[src/rtl/accum_alu_bank.sv]
// Bank of NREGS accumulators sharing one 8-op ALU and a single set of C/Z/V flags.
// Each en=1 edge reads bank[acc_sel], combines it with data_in, and writes the result back.

module accum_reg #(
  parameter int WIDTH = 4
) (
  input  logic             clk,
  input  logic             reset,
  input  logic             we,
  input  logic [WIDTH-1:0] d,
  output logic [WIDTH-1:0] q
);
  always_ff @(posedge clk or posedge reset)
    if (reset)   q <= '0;
    else if (we) q <= d;
endmodule

module accum_alu_bank #(
  parameter  int WIDTH = 4,
  parameter  int NREGS = 4,
  localparam int SW    = (NREGS > 1) ? $clog2(NREGS) : 1
) (
  input  logic             clk,
  input  logic             reset,
  input  logic             en,
  input  logic [2:0]       op,
  input  logic [SW-1:0]    acc_sel,
  input  logic [WIDTH-1:0] data_in,
  output logic [WIDTH-1:0] acc_out,
  output logic             carry,
  output logic             zero,
  output logic             ovf,
  output logic             done
);
  localparam logic [2:0] OP_AND  = 3'd0;
  localparam logic [2:0] OP_OR   = 3'd1;
  localparam logic [2:0] OP_XOR  = 3'd2;
  localparam logic [2:0] OP_ADD  = 3'd3;
  localparam logic [2:0] OP_ADC  = 3'd4;
  localparam logic [2:0] OP_SUB  = 3'd5;
  localparam logic [2:0] OP_LOAD = 3'd6;
  localparam logic [2:0] OP_RLC  = 3'd7;
  localparam int         MSB     = WIDTH - 1;

  typedef struct packed {
    logic [WIDTH-1:0] res;
    logic             c;
    logic             v;
  } alu_rsp_t;

  logic [NREGS-1:0][WIDTH-1:0] bank;
  logic [NREGS-1:0]            we;
  logic [WIDTH-1:0]            a;
  logic [WIDTH:0]              sum;
  alu_rsp_t                    rsp;
  logic                        vld_q;
  logic [1:0]                  vld_pipe;

  genvar gi;
  generate
    for (gi = 0; gi < NREGS; gi++) begin : g_reg
      assign we[gi] = en && (acc_sel == SW'(gi));
      accum_reg #(.WIDTH(WIDTH)) u_reg (
        .clk   (clk),
        .reset (reset),
        .we    (we[gi]),
        .d     (rsp.res),
        .q     (bank[gi])
      );
    end
  endgenerate

  assign a       = bank[acc_sel];
  assign acc_out = a;

  // Flags not touched by an op fall through from the defaults.
  always_comb begin
    sum     = '0;
    rsp.res = '0;
    rsp.c   = carry;
    rsp.v   = ovf;
    case (op)
      OP_AND: begin rsp.res = a & data_in; rsp.v = 1'b0; end
      OP_OR:  begin rsp.res = a | data_in; rsp.v = 1'b0; end
      OP_XOR: begin rsp.res = a ^ data_in; rsp.v = 1'b0; end
      OP_ADD, OP_ADC: begin
        sum     = {1'b0, a} + {1'b0, data_in}
                + ((op == OP_ADC) ? {{WIDTH{1'b0}}, carry} : '0);
        rsp.res = sum[WIDTH-1:0];
        rsp.c   = sum[WIDTH];
        rsp.v   = (a[MSB] == data_in[MSB]) && (sum[MSB] != a[MSB]);
      end
      OP_SUB: begin
        // Bit WIDTH of the extended difference is the unsigned borrow.
        sum     = {1'b0, a} - {1'b0, data_in};
        rsp.res = sum[WIDTH-1:0];
        rsp.c   = sum[WIDTH];
        rsp.v   = (a[MSB] != data_in[MSB]) && (sum[MSB] != a[MSB]);
      end
      OP_LOAD: rsp.res = data_in;
      OP_RLC: begin
        rsp.res = {a[WIDTH-2:0], carry};
        rsp.c   = a[MSB];
      end
      default: rsp.res = a;
    endcase
  end

  always_ff @(posedge clk or posedge reset)
    if (reset) begin
      carry <= 1'b0;
      zero  <= 1'b1;
      ovf   <= 1'b0;
    end else if (en) begin
      carry <= rsp.c;
      zero  <= (rsp.res == '0);
      ovf   <= rsp.v;
    end

  always_ff @(posedge clk or posedge reset)
    if (reset) vld_q <= 1'b0;
    else       vld_q <= vld_pipe[0];

  assign vld_pipe = {vld_q, en};
  assign done     = vld_pipe[1];
endmodule

[config.mk]
export PLATFORM = sky130hd
export DESIGN_NAME = accum_alu_bank
export DESIGN_NICKNAME = d
export VERILOG_FILES = /design/src/rtl/accum_alu_bank.sv
export SDC_FILE = /design/constraint.sdc
export NUM_CORES = 1
export LEC_CHECK = 0
export ABC_CLOCK_PERIOD_IN_PS = 6700
export BUFFER_PORTS_ARGS = -buffer_cell sky130_fd_sc_hd__buf_2
export CAP_MARGIN = 0
export CORE_MARGIN = 5
export CORE_UTILIZATION = 40
export DETAILED_ROUTE_END_ITERATION = 16
export GPL_TIMING_DRIVEN = 0
export PLACE_DENSITY = 0.6
export SLEW_MARGIN = 20
export SYNTH_ARGS = -nofsm -noshare
export SYNTH_HDL_FRONTEND = slang
export SYNTH_SLANG_ARGS = --single-unit
export TNS_END_PERCENT = 1
[constraint.sdc]
create_clock -name clk -period 6.7 [get_ports clk]
set_clock_uncertainty 0.15 [all_clocks]
set_input_delay 0.67 -clock clk [delete_from_list [all_inputs] [get_ports clk]]
set_output_delay 0.67 -clock clk [all_outputs]
set_load 0.02 [all_outputs]
Word-level counts from Yosys, hierarchy flattened
Cells that the tools add are included.
Cells by class
  add/sub/neg operators: 3
  bitwise operators: 3
  mux-type cells: 6
  reduce and logical (&&, ||, !) cells: 15
  equal/unequal tests: 14
  divide/modulo/power cells: 0
  shift-type cells: 0
  magnitude comparators: 1
  $mul: 0
Operator list (count)
  4-bit case mux with 7 select lines: 1
  3-bit equality test (second input constant): 4
  4-bit binary-select mux with 2-bit select: 1
  3-bit by 2-bit equality test with 1-bit output (second input constant): 2
  1-bit logical AND: 6
  1-bit case mux with 3 select lines: 2
  3-bit nonzero test: 2
  4-bit by 4-bit adder with 5-bit output: 1
  5-bit by 1-bit adder with 5-bit output: 1
  4-bit by 4-bit subtractor with 5-bit output: 1
  4-bit bitwise AND: 1
  2-bit equality test (second input constant): 2
  4-bit logical NOT: 1
  4-bit 2-to-1 mux: 1
  4-bit OR: 1
  2-bit AND reduction: 2
  4-bit bitwise XOR: 1
  3-bit by 1-bit equality test with 1-bit output (second input constant): 1
  3-bit logical NOT: 1
  2-bit by 3-bit less-than comparator with 1-bit output (second input constant): 1
  1-bit != test: 3
  3-bit OR reduction: 1
  2-bit by 1-bit equality test with 1-bit output (second input constant): 1
  2-bit logical NOT: 1
  other kinds (3): 3
Word-level totals
  output and inout bits: 8
  register bits after elaboration: 20
  RAM bits: 0
  logic and storage cells: 50
  memories kept: 0
  bits in read-only memories: 0
  bits in latches: 0

Longest topological paths before layout
  depth after elaboration: 7
  depth in mapped cells: 12

Modules after synthesis
A second synthesis with hierarchy kept.
Unflattened totals
  cell total of the unflattened synthesis: 170
  area, all modules: 1747.9 um^2
Modules (own cells, without submodules)
  accum_alu_bank: cells an instance 134, seq. area each 101.3 um^2, area each 1152.4 um^2, times used 1
  accum_reg: cells an instance 9, seq. area each 100.1 um^2, area each 148.9 um^2, times used 4

Worst setup path after synthesis
OpenSTA, ideal clock, no wires.
  path kind: in2reg
  start: input port acc_sel[1]
  end: register zero
  slack: 3.104 ns
  arrival time: 3.366 ns
  cell stages on the path: 11
  required time: 6.470 ns
  cell sequence: buf_6 > mux4_1 > inv_1 > ha_1 > clkbuf_1 > or2_2 > and3_1 > o311ai_0 > o31a_1 > o22ai_1 > a32o_1
Between the ends
  longest elaborated chain between the ends: 6
  elaborated cells between the ends (all ways): 10
  those cells by class: add/sub: 3; mux: 3; bitwise: 3; reduce/logical: 1
Ends and longest elaborated chain
  start: declaration: RTL line 27  | input logic [SW-1:0] acc_sel,
  4-bit binary-select mux with 2-bit select (*): RTL line 73  | assign a = bank[acc_sel];
  4-bit 2-to-1 mux (not written as such) (*): RTL line 73
  net acc_out[2]: RTL line 29  | output logic [WIDTH-1:0] acc_out,
  4-bit by 4-bit adder with 5-bit output: RTL line 87  | sum = {1'b0, a} + {1'b0, data_in}
  5-bit by 1-bit adder with 5-bit output: RTL line 88  | + ((op == OP_ADC) ? {{WIDTH{1'b0}}, carry} : '0);
  4-bit case mux with 7 select lines (*): RTL line 82  | case (op)
  4-bit logical NOT (*): RTL line 116  | zero <= (rsp.res == '0);
  end signal: assignment: RTL line 116
  end: declaration: RTL line 31  | output logic zero,
Mark *: on every way through the listed nets, which the timed path passes. The rest lies on a longest branch. The select of a mux whose other input is x is not followed.
A chain may end at the register's enable or synchronous reset.

Final worst setup path
  start: input port op[2]
  end: register zero
Between the ends
  longest elaborated chain between the ends: 5
  elaborated cells between the ends (all ways): 13
  those cells by class: add/sub: 1; eq/ne: 7; mux: 2; reduce/logical: 3
Ends and longest elaborated chain
  start: declaration: RTL line 26  | input logic [2:0] op,
  3-bit equality test
  1-bit 2-to-1 mux: RTL line 88
  5-bit by 1-bit adder with 5-bit output: RTL line 88
  4-bit case mux with 7 select lines (*): RTL line 82
  4-bit logical NOT (*): RTL line 116
Mark *: on every way between the ends. The rest lies on a longest branch, timed or not.

==> impl_metrics.env <==
export IMPL_holdBufCountCts=0
export IMPL_hp_class="flop to flop"
export IMPL_synthArstFlopShare=1.00
export IMPL_yosys_area_top_type_share=0.291
export IMPL_drv_slew=0
export IMPL_clkSinkCount=20
export IMPL_fin_ws_ps=3050
export IMPL_crit_path_max_fanout=10
export IMPL_p_per_area_nw_per_um2=328
export IMPL_route_vias_total=1340
export IMPL_antenna_cells=0
export IMPL_areaGrowthSynthToFinish_pct=13.4
export IMPL_crit_required_ps=6760
export IMPL_grt_pass1_vias=1370
export IMPL_tns_ps=0
export IMPL_die_w_um=74.0
export IMPL_globalRouteOverflowTotal=0
export IMPL_rsz0062_at_grt="no"
export IMPL_fin_crit_sh=0.545
export IMPL_timing_slew_headroom=0.423
export IMPL_start_util=0.412
export IMPL_viasPerCell=5.51
export IMPL_end_kind="flop"
export IMPL_io_buffer_count=17
export IMPL_cts_tree="built"
export IMPL_chipHeight_um=74.0
export IMPL_ys_seq_elements=20
export IMPL_leakage_nw=0.876
export IMPL_layout_drive_gt1_share=0.181
export IMPL_core_um2=3970
export IMPL_cp_cell_sequence="buf_2 > clkbuf_1 > clkbuf_1 > and3_1 > fa_1 > inv_1 > fa_1 > inv_1 > mux4_2 > mux2i_4 > and3_1 > a32o_1"
export IMPL_clk_pin_slew_ps=70
export IMPL_crit_type="input port to flop"
export IMPL_synth_cell_type_count=42
export IMPL_holdWs_ps=330
export IMPL_grt_pass1_wl_um=6400
export IMPL_setup_violations_final=0
export IMPL_synth_ff_type="dfrtp_1"
export IMPL_max_cap_violations=0
export IMPL_layout_commonest_cell="buf_2"
export IMPL_clock_latency_ps=260
export IMPL_place_detailed_hpwl_um=2880
export IMPL_ant_nets=0
export IMPL_dp_slack_ps=2810
export IMPL_syn_area_per_cell_um2=9.51
export IMPL_cp_arrival_ps=3710
export IMPL_synth_cells=172
export IMPL_rows=23
export IMPL_routabilityCongestion=0.857
export IMPL_cpPeakStageDelay_ps=500
export IMPL_synth_edf_count=0
export IMPL_finalHoldViolCount=0
export IMPL_grt_max_degree=21
export IMPL_antenna_found_initial=0
export IMPL_numCtsBuffers=3
export IMPL_final_cell_mix="buf_2, nand2_1, dfrtp_1"
export IMPL_cts_htree_levels=1
export IMPL_drt_initial_drc_count=119
export IMPL_clock_path_buffers=2
export IMPL_fmaxAchievable_ghz=0.274
export IMPL_nets=223
export IMPL_yosys_warnings=0
export IMPL_postCtsSetupRepairBufs=0
export IMPL_post_route_min_period_ps=3650
export IMPL_syn_num_nets=201
export IMPL_drt_first_pass_iters=4
export IMPL_start_kind="input port"
export IMPL_ios=20
export IMPL_ir_worst_vdd_v=0.000173
export IMPL_wirelength_um=3680
export IMPL_max_slew_worst_pin_slew_ps=859
export IMPL_status="finished clean"
export IMPL_synth_seq_area_share=0.307
export IMPL_die_area_um2=5470
export IMPL_grtUsageTotal=0.148
export IMPL_syn_area_um2=1640
export IMPL_remaining_drc_errors=0
export IMPL_cts_root_buffer="clkbuf_8"
export IMPL_wl_per_cell_um=15.2
export IMPL_ys_top_cells_by_area="dfrtp_1, ha_1, mux4_2, nand2_1, o21ai_0"
export IMPL_cp_slowest_cell="mux4_2"
export IMPL_synth_top_area_cell="dfrtp_1"
export IMPL_p_total_w=0.000609
export IMPL_cts_resized=0
[state kept, by name, summed over array words and instances, names as in the netlist]
| signal | cells |
|---|---|
| zero | 1 |
| g.u_reg.q | 16 |
| ovf | 1 |
| done | 1 |
| carry | 1 |
[final cells by class]
cell class                      instances  area, um2
Inverter                               18       67.6
Buffer                                  9       45.0
Tap cell                               50       62.6
Multi-Input combinational cell        125       1020
Timing Repair Buffer                   17       85.1
Sequential cell                        20        502
Clock buffer                            3       41.3
Fill cell                             380       2120
Clock inverter                          1       30.0
[Yosys cell counts (all sizes together) (2+ instances only)]
master / number
and3: 4
nor2: 7
dfrtp: 19
ha: 14
nand2: 19
nor3b: 2
a21oi: 11
o22ai: 5
fa: 3
a32o: 2
mux2i: 6
nor3: 2
xnor2: 3
inv: 18
nand2b: 2
buf: 4
nand3b: 3
mux4: 7
a21o: 2
o21ai: 14
a211oi: 3
clkbuf: 5
[metal layers]
metal	global-route usage	up-vias	share of wire
met5	0	-	0
met2	0.265	42	0.49
met1	0.193	638	0.45
met3	0.00811	7	0.043
met4	0.0443	0	0.016
li1	-	653	-
[final timing paths]
| path | startpoint | endpoint | slack, ps | cells after the start |
|---|---|---|---|---|
| hold reg to reg | g_reg[1].u_reg.q[2] | g_reg[1].u_reg.q[2] | 330 | 2 |
| setup reg to reg | g_reg[2].u_reg.q[2] | zero | 3290 | 10 |
| hold / removal | g_reg[1].u_reg.q[2] | g_reg[1].u_reg.q[2] | 330 | 2 |
| max in group asynchronous | reset | g_reg[2].u_reg.q[1] | 5580 | 2 |
| min in group asynchronous | reset | g_reg[2].u_reg.q[2] | 370 | 2 |
| setup / recovery | op[2] | zero | 3050 | 12 |
[kinds of logic after synthesis]
group	share of synthesized area
xor gates and xnor gates	0.0214
and+or+nand+nor	0.132
muxes	0.150
AOI/OAI and AO/OA	0.177
adders and majority gates	0.144
DFF	0.307
buffers and inverters	0.0688
[metrics by stage]
stage	std cells	instance area (um2)	utilization
2_1_floorplan	172	1640	-
3_3_place_gp	239	1780	0.449
3_5_place_dp	239	1780	0.449
4_1_cts	243	1860	0.467
5_1_grt	243	1860	0.467
6_report	243	1860	0.467
[critical path: cells and delay by family]
kind                       cells  cell delay, ps
AOI/OAI and AO/OA              1             170
adders and majority gates      2             680
buffers and inverters          5            1030
muxes                          2             720
and+or+nand+nor                2             440
[report_power, final]
part / switching [W] / internal, W
Combinational: 0.000178 / 0.000132
Clock: 0.0000390 / 0.0000797
Sequential: 0.0000197 / 0.000160
Power figures use the tool's default switching activity.
